## config.mk

```make
export PLATFORM = sky130hd
export DESIGN_NAME = mem_port_arbiter_flat
export DESIGN_NICKNAME = d
export VERILOG_FILES = /design/src/rtl/mem_port_arbiter_if.sv /design/src/rtl/mem_port_arbiter.sv /design/src/flat_wrapper.sv
export SDC_FILE = /design/constraint.sdc
export NUM_CORES = 1
export LEC_CHECK = 0
export CORE_UTILIZATION = 45
export CTS_BUF_LIST = sky130_fd_sc_hd__clkbuf_16
export CTS_CLUSTER_DIAMETER = 60
export DETAILED_ROUTE_END_ITERATION = 12
export GPL_TIMING_DRIVEN = 0
export PLACE_DENSITY = 0.86
export SLEW_MARGIN = 10
export SYNTH_ARGS = -nofsm -noshare
export SYNTH_HDL_FRONTEND = slang
export SYNTH_SLANG_ARGS = --single-unit
```

## constraint.sdc

```tcl
create_clock -name clk -period 4.4 [get_ports clk]
set_clock_uncertainty 0.1 [all_clocks]
set_input_delay 0.44 -clock clk [delete_from_list [all_inputs] [get_ports clk]]
set_output_delay 0.44 -clock clk [all_outputs]
set_load 0.02 [all_outputs]
```

## src/rtl/mem_port_arbiter_if.sv

```systemverilog
// Request/ready handshakes for fetch and load/store, plus the shared memory port.
// master = the arbiter, slave = the core/memory environment around it.
interface mem_port_arbiter_if #(
  parameter int AW = 32,
  parameter int DW = 32
);
  logic          if_req;
  logic [AW-1:0] if_addr;
  logic [DW-1:0] if_rdata;
  logic          if_ready;
  logic          d_req;
  logic          d_we;
  logic [AW-1:0] d_addr;
  logic [DW-1:0] d_wdata;
  logic [DW-1:0] d_rdata;
  logic          d_ready;
  logic          mem_req;
  logic          mem_we;
  logic [AW-1:0] mem_addr;
  logic [DW-1:0] mem_wdata;
  logic [DW-1:0] mem_rdata;
  logic          mem_ack;
  logic          err;
  logic          core_stall;

  modport master (
    input  if_req, if_addr, d_req, d_we, d_addr, d_wdata, mem_rdata, mem_ack,
    output if_rdata, if_ready, d_rdata, d_ready,
           mem_req, mem_we, mem_addr, mem_wdata, err, core_stall
  );

  modport slave (
    output if_req, if_addr, d_req, d_we, d_addr, d_wdata, mem_rdata, mem_ack,
    input  if_rdata, if_ready, d_rdata, d_ready,
           mem_req, mem_we, mem_addr, mem_wdata, err, core_stall
  );
endinterface

```

## src/rtl/mem_port_arbiter.sv

```systemverilog
// Shares one variable-latency memory between fetch and load/store with
// alternating tie-break, a one-cycle ready pulse per access and a watchdog abort.
module mem_port_arbiter #(
  parameter int AW      = 32,
  parameter int DW      = 32,
  parameter int TIMEOUT = 255,
  parameter int CW      = 8
) (
  input  logic                clk,
  input  logic                reset,
  mem_port_arbiter_if.master  bus
);

  typedef enum logic [1:0] {IDLE, BUSY_I, BUSY_D, DONE} state_t;

  state_t        state_q, state_d;
  logic          last_d_q, last_d_d;
  logic          owner_d_q, owner_d_d;
  logic [CW-1:0] wd_q, wd_d;
  logic          mem_req_q, mem_req_d;
  logic          mem_we_q, mem_we_d;
  logic [AW-1:0] mem_addr_q, mem_addr_d;
  logic [DW-1:0] mem_wdata_q, mem_wdata_d;
  logic [DW-1:0] if_rdata_q, if_rdata_d;
  logic [DW-1:0] d_rdata_q, d_rdata_d;
  logic          err_q, err_d;
  logic          grant_d;
  logic          if_ready_c, d_ready_c;

  always_ff @(posedge clk or negedge reset) begin
    if (!reset) begin
      state_q     <= IDLE;
      last_d_q    <= 1'b1;
      owner_d_q   <= 1'b0;
      wd_q        <= '0;
      mem_req_q   <= 1'b0;
      mem_we_q    <= 1'b0;
      mem_addr_q  <= '0;
      mem_wdata_q <= '0;
      if_rdata_q  <= '0;
      d_rdata_q   <= '0;
      err_q       <= 1'b0;
    end else begin
      state_q     <= state_d;
      last_d_q    <= last_d_d;
      owner_d_q   <= owner_d_d;
      wd_q        <= wd_d;
      mem_req_q   <= mem_req_d;
      mem_we_q    <= mem_we_d;
      mem_addr_q  <= mem_addr_d;
      mem_wdata_q <= mem_wdata_d;
      if_rdata_q  <= if_rdata_d;
      d_rdata_q   <= d_rdata_d;
      err_q       <= err_d;
    end
  end

  always_comb begin
    state_d     = state_q;
    last_d_d    = last_d_q;
    owner_d_d   = owner_d_q;
    wd_d        = wd_q;
    mem_req_d   = mem_req_q;
    mem_we_d    = mem_we_q;
    mem_addr_d  = mem_addr_q;
    mem_wdata_d = mem_wdata_q;
    if_rdata_d  = if_rdata_q;
    d_rdata_d   = d_rdata_q;
    err_d       = 1'b0;
    // Data wins only when fetch is absent or fetch was granted last.
    grant_d     = bus.d_req && (!bus.if_req || !last_d_q);
    unique case (state_q)
      IDLE: begin
        wd_d = '0;
        if (bus.if_req || bus.d_req) begin
          state_d     = grant_d ? BUSY_D : BUSY_I;
          last_d_d    = grant_d;
          owner_d_d   = grant_d;
          mem_req_d   = 1'b1;
          mem_we_d    = grant_d && bus.d_we;
          mem_addr_d  = grant_d ? bus.d_addr : bus.if_addr;
          mem_wdata_d = grant_d ? bus.d_wdata : '0;
        end
      end
      BUSY_I, BUSY_D: begin
        if (bus.mem_ack) begin
          mem_req_d = 1'b0;
          state_d   = DONE;
          if (state_q == BUSY_D) d_rdata_d = mem_we_q ? '0 : bus.mem_rdata;
          else                   if_rdata_d = bus.mem_rdata;
        end else if (wd_q == CW'(TIMEOUT - 1)) begin
          mem_req_d = 1'b0;
          state_d   = DONE;
          err_d     = 1'b1;
          if (state_q == BUSY_D) d_rdata_d = '0;
          else                   if_rdata_d = '0;
        end else begin
          wd_d = wd_q + 1'b1;
        end
      end
      DONE: begin
        state_d = IDLE;
        wd_d    = '0;
      end
      default: state_d = IDLE;
    endcase
  end

  always_comb begin
    if_ready_c     = (state_q == DONE) && !owner_d_q;
    d_ready_c      = (state_q == DONE) && owner_d_q;
    bus.if_ready   = if_ready_c;
    bus.d_ready    = d_ready_c;
    bus.if_rdata   = if_rdata_q;
    bus.d_rdata    = d_rdata_q;
    bus.mem_req    = mem_req_q;
    bus.mem_we     = mem_we_q;
    bus.mem_addr   = mem_addr_q;
    bus.mem_wdata  = mem_wdata_q;
    bus.err        = err_q;
    bus.core_stall = (bus.if_req && !if_ready_c) || (bus.d_req && !d_ready_c);
  end

endmodule

```

## src/flat_wrapper.sv

```systemverilog
// flat-port wrapper written by rule: the top's interface ports become plain ports
module mem_port_arbiter_flat 
#(
  parameter int AW      = 32,
  parameter int DW      = 32,
  parameter int TIMEOUT = 255,
  parameter int CW      = 8
)
  (clk, reset, bus_if_req, bus_if_addr, bus_d_req, bus_d_we, bus_d_addr, bus_d_wdata, bus_mem_rdata, bus_mem_ack, bus_if_rdata, bus_if_ready, bus_d_rdata, bus_d_ready, bus_mem_req, bus_mem_we, bus_mem_addr, bus_mem_wdata, bus_err, bus_core_stall);
  mem_port_arbiter_if #(.AW(AW), .DW(DW)) bus_i ();
  input  logic clk;
  input  logic reset;
  input wire logic [$bits(bus_i.if_req)-1:0] bus_if_req;
  input wire logic [$bits(bus_i.if_addr)-1:0] bus_if_addr;
  input wire logic [$bits(bus_i.d_req)-1:0] bus_d_req;
  input wire logic [$bits(bus_i.d_we)-1:0] bus_d_we;
  input wire logic [$bits(bus_i.d_addr)-1:0] bus_d_addr;
  input wire logic [$bits(bus_i.d_wdata)-1:0] bus_d_wdata;
  input wire logic [$bits(bus_i.mem_rdata)-1:0] bus_mem_rdata;
  input wire logic [$bits(bus_i.mem_ack)-1:0] bus_mem_ack;
  output wire logic [$bits(bus_i.if_rdata)-1:0] bus_if_rdata;
  output wire logic [$bits(bus_i.if_ready)-1:0] bus_if_ready;
  output wire logic [$bits(bus_i.d_rdata)-1:0] bus_d_rdata;
  output wire logic [$bits(bus_i.d_ready)-1:0] bus_d_ready;
  output wire logic [$bits(bus_i.mem_req)-1:0] bus_mem_req;
  output wire logic [$bits(bus_i.mem_we)-1:0] bus_mem_we;
  output wire logic [$bits(bus_i.mem_addr)-1:0] bus_mem_addr;
  output wire logic [$bits(bus_i.mem_wdata)-1:0] bus_mem_wdata;
  output wire logic [$bits(bus_i.err)-1:0] bus_err;
  output wire logic [$bits(bus_i.core_stall)-1:0] bus_core_stall;
  assign bus_i.if_req = bus_if_req;
  assign bus_i.if_addr = bus_if_addr;
  assign bus_i.d_req = bus_d_req;
  assign bus_i.d_we = bus_d_we;
  assign bus_i.d_addr = bus_d_addr;
  assign bus_i.d_wdata = bus_d_wdata;
  assign bus_i.mem_rdata = bus_mem_rdata;
  assign bus_i.mem_ack = bus_mem_ack;
  assign bus_if_rdata = bus_i.if_rdata;
  assign bus_if_ready = bus_i.if_ready;
  assign bus_d_rdata = bus_i.d_rdata;
  assign bus_d_ready = bus_i.d_ready;
  assign bus_mem_req = bus_i.mem_req;
  assign bus_mem_we = bus_i.mem_we;
  assign bus_mem_addr = bus_i.mem_addr;
  assign bus_mem_wdata = bus_i.mem_wdata;
  assign bus_err = bus_i.err;
  assign bus_core_stall = bus_i.core_stall;
  mem_port_arbiter #(.AW(AW), .DW(DW), .TIMEOUT(TIMEOUT), .CW(CW)) u_core (.clk(clk), .reset(reset), .bus(bus_i));
endmodule
```

==> flow_metrics.env, run 1 <==
export IMPL_cts_sinks=143
export IMPL_yosys_area_top_type="dfrtp_1"
export IMPL_setup_violations=0
export IMPL_ys_seq_elements=143
export IMPL_rsz0062_at_grt="false"
export IMPL_finalWorstSetupSlack_ns=1.88
export IMPL_root_buffer="clkbuf_16"
export IMPL_p_leak_nw=4.51
export IMPL_ant_nets=0
export IMPL_synthesis_nets=719
export IMPL_period_needed_ns=2.52
export IMPL_synthFlopType="dfrtp_1"
export IMPL_rows=42
export IMPL_die_h_um=120
export IMPL_crit_slowest_cell="clkdlybuf4s50_1"
export IMPL_report_final_hold_viol_count=0
export IMPL_gp_congestion=0.837
export IMPL_crit_type="primary input to output pin"
export IMPL_grt_ovfl_total=0
export IMPL_async_flop_share_pct=100
export IMPL_first_pass_iters=5
export IMPL_grt_pass1_vias=5584
export IMPL_cts_htree_levels=4
export IMPL_outcome="finished clean"
export IMPL_cts_buffers=17
export IMPL_cp_end_kind="output pin"
export IMPL_diodes=0
export IMPL_cts_tree="built"
export IMPL_slew_viol_final=0
export IMPL_synth_area_um2=6260
export IMPL_drt_wl_total_um=18300
export IMPL_fmax_ghz=0.396
export IMPL_arrival_ns=1.98
export IMPL_numPortBuffers=266
export IMPL_crit_chain="clkdlybuf4s50_1, mux2i_1, a21oi_1, clkdlybuf4s50_1"
export IMPL_via_per_inst=5.31
export IMPL_antenna_found_initial=0
export IMPL_final_layout_size_suffix_gt1_share_pct=6.70
export IMPL_clock_latency_ns=0.42
export IMPL_cts_setup_buffers=0
export IMPL_grt_total_usage_pct=26.3
export IMPL_num_io_pins=268
export IMPL_drv_cap=0
export IMPL_cp_slowest_stage_delay_ns=0.65
export IMPL_clock_path_buffers=2
export IMPL_cp_max_fo=7
export IMPL_critPathRequiredTime_ns=3.86
export IMPL_ir_worst_vdd_uv=325
export IMPL_syn_area_per_cell_um2=10.8
export IMPL_yosys_cell_types_count=44
export IMPL_synth_area_top_cells="dfrtp_1 (57%), a22oi_1 (7.7%), o21ai_0 (7.4%)"
export IMPL_synth_top_area_share_pct=56.8
export IMPL_clk_pin_slew_ns=0.06
export IMPL_synth_edff_count=0
export IMPL_dp_hpwl_um=13600
export IMPL_path_common_cell="clkdlybuf4s50_1"
export IMPL_yosysWarnings=0
export IMPL_total_power_w=0.00775
export IMPL_hold_path_class="register to register"
export IMPL_max_slew_margin_pct=59.5
export IMPL_core_um2=13400
export IMPL_start_util_pct=46.7
export IMPL_grt_max_degree=80
export IMPL_grt_pass1_wl_um=29100
export IMPL_dieArea_um2=14400
export IMPL_tightest_slew_ns=0.607
export IMPL_post_place_ws_ns=1.90
export IMPL_dr_total_vias=5603
export IMPL_cts_resized=0
export IMPL_die_w_um=120
export IMPL_syn_inst=580
export IMPL_wire_per_inst_um=17.3
export IMPL_seq_area_frac_synth_pct=57.2
export IMPL_drt_iter0_drc=489
export IMPL_num_nets_final=1006
export IMPL_area_growth_pct=56.1
export IMPL_drc_errors=0
export IMPL_pwr_density_cell_nw_per_um2=793
export IMPL_finalCritPeriodShare_pct=57.3
export IMPL_cp_start_kind="primary input"
cell usage after synthesis (5+ instances only):
master      n
a22oi_1    64
clkbuf_1   21
mux2i_1    36
a22o_1     33
dfrtp_1   142
nand2_1    39
buf_6       7
o21ai_0    93
o21ai_1     8
inv_1      70
buf_2      11
ha_1        5
layout make-up:
cell class / count / area, um2
Tap cell: 176 / 220
Inverter: 70 / 263
Timing Repair Buffer: 268 / 2700
Fill cell: 924 / 3620
Sequential cell: 143 / 3580
Buffer: 42 / 235
Clock inverter: 15 / 168
Multi-Input combinational cell: 325 / 2180
Clock buffer: 17 / 425
per-layer routing:
layer,GRT usage [%],up-vias,routed length [um]
met5,0,-,0
met4,8.91,0,331
met3,7.70,23,1450
met2,45.6,263,9370
met1,31.0,2684,7160
li1,-,2633,-
final timing paths:
| path | start | to | slack [ns] | depth (start not counted) |
|---|---|---|---|---|
| min | u_core.bus.mem_addr[8]$_DFFE_PN0P_ | u_core.bus.mem_addr[8]$_DFFE_PN0P_ | 0.38 | 2 |
| max in group asynchronous | reset | u_core.bus.mem_wdata[2]$_DFFE_PN0P_ | 2.92 | 3 |
| min in group asynchronous | reset | u_core.bus.if_rdata[7]$_DFFE_PN0P_ | 0.48 | 2 |
| min reg2reg | u_core.bus.mem_addr[8]$_DFFE_PN0P_ | u_core.bus.mem_addr[8]$_DFFE_PN0P_ | 0.38 | 2 |
| max reg2reg | u_core.state_q[1]$_DFFE_PN0P_ | u_core.bus.d_rdata[20]$_DFFE_PN0P_ | 2.34 | 7 |
| max | bus_d_req | bus_core_stall | 1.88 | 4 |
logic make-up (layout without fill, tap and decap cells):
kind of cell	after synthesis	count (layout)	synth area share, %
buf+inv	112	412	7.95
simple gates	66	66	5.12
flops	143	143	57.2
fa+ha+maj	5	5	0.999
compound gates	217	217	22.8
mux	37	37	5.94
cell usage in the layout (no fill, tap or decap), drive strengths merged, types with 4 or more instances in the layout:
cell / n
ha: 5
clkdlybuf4s50: 265
clkbuf: 38
and2: 4
dfrtp: 142
mux2i: 36
o21ai: 102
buf: 23
inv: 72
a22o: 33
a22oi: 64
nand2: 39
clkinv: 7
critical path, delay by kind of cell:
family	cells	cell delay [ns]
multiplexers	1	0.13
AO/OA/AOI/OAI	1	0.15
buffers and inverters	2	1.27
through the flow:
step           util (%)  instances  hold slack [ns]  TNS [ns]  cell area (um2)
2_1_floorplan         -        580           0.0444         0             6260
3_3_place_gp       68.2       1022            0.359   -406.22             9140
3_5_place_dp       68.5       1023            0.368         0             9170
4_1_cts            73.0       1056            0.382         0             9780
5_1_grt            73.0       1056            0.410         0             9780
6_report           73.0       1056            0.377         0             9780
what timing repair did:
action | CTS | global route
hold buffers | 1 | 0
endpoints found under the hold margin | 63 | 0
setup endpoints to repair | 0 | 0
report_power, final:
part           switching [W]  internal (W)  total [W]
sequential          0.000450       0.00194    0.00239
combinational        0.00205       0.00187    0.00392
clock               0.000555      0.000886    0.00144
total                0.00305       0.00470    0.00775
state kept, by name, indices dropped and copies added (netlist names):
signal	cells
u_core.bus.mem_wdata	32
u_core.bus.mem_addr	32
u_core.bus.if_rdata	32
u_core.bus.mem_req	1
u_core.last_d_q	1
u_core.bus.d_rdata	32
u_core.state_q	2
u_core.bus.mem_we	1
u_core.wd_q	8
u_core.bus.err	1
u_core.owner_d_q	1
No activity file was read; power rests on OpenSTA's default activity.
==> inputs of run 2 (changes only) <==
--- a/config.mk
+++ b/config.mk
@@ -5,12 +5,12 @@
 export SDC_FILE = /design/constraint.sdc
 export NUM_CORES = 1
 export LEC_CHECK = 0
-export CORE_UTILIZATION = 45
+export CORE_UTILIZATION = 43
 export CTS_BUF_LIST = sky130_fd_sc_hd__clkbuf_16
 export CTS_CLUSTER_DIAMETER = 60
 export DETAILED_ROUTE_END_ITERATION = 12
 export GPL_TIMING_DRIVEN = 0
-export PLACE_DENSITY = 0.86
+export PLACE_DENSITY = 0.83
 export SLEW_MARGIN = 10
 export SYNTH_ARGS = -nofsm -noshare
 export SYNTH_HDL_FRONTEND = slang
==> constraint.sdc (replaced) <==
create_clock -name clk -period 2.4 [get_ports clk]
set_clock_uncertainty 0.1 [all_clocks]
set_input_delay 0.24 -clock clk [delete_from_list [all_inputs] [get_ports clk]]
set_output_delay 0.24 -clock clk [all_outputs]
set_load 0.02 [all_outputs]
==> run 2 against run 1 <==
Sequential power rose by 83%. First-iteration DRC count fell by 10%. Register-to-register slack got worse by 2.0 ns. Die area rose by 4.6%. Clock-buffer cell count did not move. Setup slack got worse by 1.7 ns. Combinational power rose by 83%. Clock power rose by 70%. Critical path type is now register to output pin. Critical endpoint unchanged. Highest routed layer unchanged.
==> flow_metrics.env, run 2 (synthesis results as in run 1) <==
export IMPL_max_slew_margin_pct=61.1
export IMPL_r2r_cells=7
export IMPL_dpl_cell_count=1027
export IMPL_crit_chain="ha_1, a21oi_1, clkdlybuf4s50_1"
export IMPL_num_io_pins=268
export IMPL_dp_hpwl_um=13400
export IMPL_crit_slowest_cell="clkdlybuf4s50_1"
export IMPL_die_w_um=123
export IMPL_root_buffer="clkbuf_16"
export IMPL_report_final_hold_viol_count=0
export IMPL_cts_sinks=143
export IMPL_cp_end_kind="output pin"
export IMPL_grt_pass1_vias=5499
export IMPL_drv_cap=0
export IMPL_ant_nets=0
export IMPL_rr_endpoint="u_core.bus.d_rdata[30]$_DFFE_PN0P_"
export IMPL_die_h_um=123
export IMPL_dr_total_vias=5646
export IMPL_wire_per_inst_um=17.3
export IMPL_fillCellCount=1029
export IMPL_finalWorstSetupSlack_ns=0.143
export IMPL_final_util_pct=69.3
export IMPL_num_nets_final=1006
export IMPL_setup_violations=0
export IMPL_arrival_ns=1.92
export IMPL_fmax_ghz=0.443
export IMPL_gp_congestion=0.804
export IMPL_cp_max_fo=6
export IMPL_cts_setup_buffers=0
export IMPL_rows=43
export IMPL_fin_cells=1060
export IMPL_rsz0062_at_grt="false"
export IMPL_antenna_found_initial=0
export IMPL_clk_pin_slew_ns=0.06
export IMPL_post_place_ws_ns=0.266
export IMPL_drc_errors=0
export IMPL_dieArea_um2=15000
export IMPL_core_um2=14000
export IMPL_cts_tree="built"
export IMPL_clock_path_buffers=2
export IMPL_total_power_w=0.0140
export IMPL_finalCritPeriodShare_pct=94.0
export IMPL_drt_wl_total_um=18300
export IMPL_ir_worst_vdd_uv=551
export IMPL_diodes=0
export IMPL_cts_buffers=17
export IMPL_final_layout_size_suffix_gt1_share_pct=6.70
export IMPL_critPathRequiredTime_ns=2.06
export IMPL_cp_slowest_stage_delay_ns=0.65
export IMPL_grt_ovfl_total=0
export IMPL_numPortBuffers=266
export IMPL_area_growth_pct=55.5
export IMPL_reg2reg_from="u_core.state_q[1]$_DFFE_PN0P_"
export IMPL_via_per_inst=5.33
export IMPL_tightest_slew_ns=0.583
export IMPL_grt_max_degree=109
export IMPL_p_leak_nw=4.49
export IMPL_r2r_slack_ns=0.32
export IMPL_cts_htree_levels=4
export IMPL_mostFrequentLayoutCells="clkdlybuf4s50_1 (265), dfrtp_1 (142), o21ai_0 (93)"
export IMPL_slew_viol_final=0
export IMPL_crit_type="register to output pin"
export IMPL_grt_total_usage_pct=25.1
export IMPL_worst_hold_slack_ns=0.177
export IMPL_clock_latency_ns=0.43
export IMPL_period_needed_ns=2.26
export IMPL_hold_path_class="primary input to asynchronous set/reset pin"
export IMPL_pwr_density_cell_nw_per_um2=1440
export IMPL_start_util_pct=44.6
export IMPL_final_common_cell="clkdlybuf4s50_1"
export IMPL_outcome="finished clean"
export IMPL_first_pass_iters=5
export IMPL_cp_start_kind="register"
export IMPL_drt_iter0_drc=440
export IMPL_grt_pass1_wl_um=28400
run 2: repair_timing:
item,CTS,global route
gates resized for setup,0,0
hold buffers,1,0
hold endpoints to repair,35,0
run 2: per-layer routing:
layer / vias up / GRT usage (%) / share of wire (%)
met4: 0 / 10.3 / 2.5
met3: 30 / 8.13 / 8.8
met2: 270 / 41.7 / 49
met1: 2711 / 29.9 / 40
li1: 2635 / - / -
met5: - / 0 / 0
run 2: final cells by class:
type	instances	area (um2)	share of cell area, %
flip-flops and latches	143	3580	36.8
well taps	180	225	2.31
clock inverters	15	120	1.23
plain buffers	42	235	2.42
inverters	70	263	2.70
repair buffers	268	2710	27.8
multi-input cells	325	2180	22.4
clock buffers	17	425	4.37
run 2: worst max-delay path: cells and delay by family (launching register included):
family / cells / cell delay [ns]
AO/OA/AOI/OAI: 1 / 0.13
adder cells (fa/ha/maj): 1 / 0.26
buffers and inverters: 1 / 0.65
flip-flops: 1 / 0.45
run 2: where the power goes:
group | switching [W] | internal (W)
registers | 0.000816 | 0.00356
clock network | 0.00103 | 0.00141
logic | 0.00374 | 0.00344
run 2: metrics by stage:
step / area, um2 / TNS (ns)
3_5_place_dp: 9180 / 0
5_1_grt: 9740 / 0
2_1_floorplan: 6260 / 0
6_report: 9740 / 0
3_3_place_gp: 9150 / -668.13
4_1_cts: 9740 / 0
run 2: how the worst max path moves through the flow:
stage / end / depth (start not counted) / start / slack [ns]
floorplan: u_core.bus.d_rdata[10]$_DFFE_PN0P_ / 7 / u_core.state_q[1]$_DFFE_PN0P_ / 0.68
global route: bus_core_stall / 3 / u_core.state_q[1]$_DFFE_PN0P_ / 0.05
finish: bus_core_stall / 3 / u_core.state_q[1]$_DFFE_PN0P_ / 0.14
detailed placement: u_core.bus.mem_addr[11]$_DFFE_PN0P_ / 6 / bus_d_req / 0.27
global placement: u_core.bus.mem_wdata[3]$_DFFE_PN0P_ / 1 / reset / -4.70
CTS: bus_core_stall / 3 / u_core.state_q[1]$_DFFE_PN0P_ / 0.13
==> inputs of run 3 (changes only) <==
--- a/config.mk
+++ b/config.mk
@@ -5,12 +5,12 @@
 export SDC_FILE = /design/constraint.sdc
 export NUM_CORES = 1
 export LEC_CHECK = 0
-export CORE_UTILIZATION = 43
+export CORE_UTILIZATION = 39
 export CTS_BUF_LIST = sky130_fd_sc_hd__clkbuf_16
 export CTS_CLUSTER_DIAMETER = 60
 export DETAILED_ROUTE_END_ITERATION = 12
 export GPL_TIMING_DRIVEN = 0
-export PLACE_DENSITY = 0.83
+export PLACE_DENSITY = 0.8
 export SLEW_MARGIN = 10
 export SYNTH_ARGS = -nofsm -noshare
 export SYNTH_HDL_FRONTEND = slang
==> constraint.sdc (replaced) <==
create_clock -name clk -period 1.9 [get_ports clk]
set_clock_uncertainty 0.1 [all_clocks]
set_input_delay 0.19 -clock clk [delete_from_list [all_inputs] [get_ports clk]]
set_output_delay 0.19 -clock clk [all_outputs]
set_load 0.02 [all_outputs]
==> run 3 against run 2 <==
Combinational power is 28% higher. Non-clock buffer count is 3 lower. Sequential power is 26% higher. Die area is 10% higher. Clock power is 32% higher. Sequential cell count stayed put. Wire length is 1.9% higher. Design area is 1.6% higher. Via count is 2.1% lower. Register-to-register slack worse by 0.20 ns. Final cell count is 2.6% higher. Critical endpoint unchanged. Highest routed layer unchanged.
==> flow_metrics.env, run 3 (synthesis results as in run 1) <==
export IMPL_drc_errors=0
export IMPL_hold_path_class="primary input to asynchronous set/reset pin"
export IMPL_path_delay_family="flip-flops"
export IMPL_mostFrequentLayoutCells="clkdlybuf4s50_1 (262), dfrtp_1 (141), o21ai_0 (93)"
export IMPL_cp_slowest_stage_delay_ns=0.44
export IMPL_drt_iter0_drc=243
export IMPL_grt_max_degree=102
export IMPL_clk_pin_slew_ns=0.06
export IMPL_cts_setup_buffers=0
export IMPL_clock_path_buffers=2
export IMPL_crit_chain="ha_1, a21oi_1, clkdlybuf4s15_2"
export IMPL_cp_start_kind="register"
export IMPL_multi_input_area_um2=2230
export IMPL_grt_total_usage_pct=23.1
export IMPL_dpl_cell_count=1058
export IMPL_die_w_um=129
export IMPL_cts_tree="built"
export IMPL_antenna_found_initial=0
export IMPL_p_leak_nw=4.54
export IMPL_cts_sinks=143
export IMPL_period_needed_ns=1.85
export IMPL_core_um2=15400
export IMPL_cts_htree_levels=4
export IMPL_numPortBuffers=266
export IMPL_reg2reg_from="u_core.wd_q[0]$_DFFE_PN0P_"
export IMPL_pwr_density_cell_nw_per_um2=1820
export IMPL_clock_latency_ns=0.42
export IMPL_finalCritPeriodShare_pct=97.3
export IMPL_dr_total_vias=5528
export IMPL_num_nets_final=1003
export IMPL_fmax_ghz=0.541
export IMPL_crit_slowest_cell="dfrtp_2"
export IMPL_total_power_w=0.0180
export IMPL_crit_type="register to output pin"
export IMPL_first_pass_iters=5
export IMPL_start_util_pct=40.6
export IMPL_rows=45
export IMPL_max_slew_margin_pct=64.2
export IMPL_cts_buffers=17
export IMPL_rr_endpoint="u_core.bus.if_rdata[13]$_DFFE_PN0P_"
export IMPL_grt_pass1_wl_um=29000
export IMPL_r2r_cells=7
export IMPL_gp_congestion=0.823
export IMPL_num_io_pins=268
export IMPL_cp_end_kind="output pin"
export IMPL_wire_per_inst_um=17.1
export IMPL_crit_buf_inv=1
export IMPL_drt_wl_total_um=18600
export IMPL_final_common_cell="clkdlybuf4s50_1"
export IMPL_ir_worst_vdd_uv=747
export IMPL_root_buffer="clkbuf_16"
export IMPL_via_per_inst=5.08
export IMPL_tightest_slew_ns=0.536
export IMPL_ff_latch_area_um2=3580
export IMPL_outcome="finished clean"
export IMPL_rsz0062_at_grt="true"
export IMPL_final_layout_size_suffix_gt1_share_pct=8.78
export IMPL_dp_hpwl_um=13600
export IMPL_worst_hold_slack_ns=0.148
export IMPL_grt_ovfl_total=0
export IMPL_ant_nets=0
export IMPL_r2r_slack_ns=0.12
export IMPL_cp_max_fo=6
export IMPL_critPathRequiredTime_ns=1.61
export IMPL_fillCellCount=1246
export IMPL_dieArea_um2=16600
export IMPL_setup_tns_ns=0
export IMPL_area_growth_pct=57.9
export IMPL_arrival_ns=1.56
export IMPL_setup_violations=0
export IMPL_report_final_hold_viol_count=0
export IMPL_die_h_um=129
export IMPL_fin_cells=1088
export IMPL_slew_viol_final=0
export IMPL_grt_pass1_vias=5409
export IMPL_diodes=0
export IMPL_drv_cap=0
-- run 3: cell types whose count changed in the layout (fill, tap and decap cells not counted), sizes merged --
cell / change
bufinv: +1
clkbuf: -3
clkdlybuf4s15: +3
clkdlybuf4s50: -3
clkinv: -1
clkinvlp: -1
inv: +1
-- run 3: worst max-delay path by stage --
stage,from,to,slack (ns),cells past startpoint
after global routing,u_core.wd_q[0]$_DFFE_PN0P_,u_core.bus.if_rdata[3]$_DFFE_PN0P_,-0.006,7
after CTS,u_core.state_q[1]$_DFFE_PN0P_,bus_d_ready,0.004,3
after detailed placement,bus_d_req,u_core.bus.mem_addr[11]$_DFFE_PN0P_,-0.16,6
final,u_core.state_q[1]$_DFFE_PN0P_,bus_core_stall,0.05,3
after global placement,reset,u_core.bus.mem_wdata[1]$_DFFE_PN0P_,-5.27,1
after floorplan,u_core.state_q[1]$_DFFE_PN0P_,u_core.bus.d_rdata[10]$_DFFE_PN0P_,0.18,7
-- run 3: area by class of cell --
class / count / share of cell area (%)
Inverter: 70 / 2.66
Clock buffer: 17 / 4.30
Tap cell: 211 / 2.67
Timing Repair Buffer: 268 / 27.4
Sequential cell: 143 / 36.2
Clock inverter: 15 / 1.48
Buffer: 39 / 2.75
Multi-Input combinational cell: 325 / 22.5
-- run 3: what timing repair did --
item / 4_1_cts / 5_1_grt
endpoints found under the setup margin: 112 / 93
resized for setup: 30 / 17
hold buffers: 1 / 0
hold endpoints to repair: 51 / 0
-- run 3: power by group --
part / internal, W / leakage, nW / switching, W
combinational: 0.00449 / 2.59 / 0.00472
clock: 0.00192 / 0.281 / 0.00132
sequential: 0.00450 / 1.67 / 0.00101
total: 0.0109 / 4.54 / 0.00704
-- run 3: metal layers --
layer  share of wire [%]  track usage [%]  up-vias
li1                    -                -     2633
met1                  39             27.3     2615
met2                  50             39.1      249
met3                 8.9             7.32       31
met4                 2.4             9.69        0
met5                   0                0        -
-- run 3: metrics by stage --
step	util [%]	setup slack, ns	cell area, um2
after global routing	64.1	-0.00618	9890
after detailed placement	59.8	-0.160	9220
after global placement	59.6	-5.27	9190
after floorplan	-	0.183	6260
final	64.1	0.0516	9890
after CTS	63.8	0.00433	9840
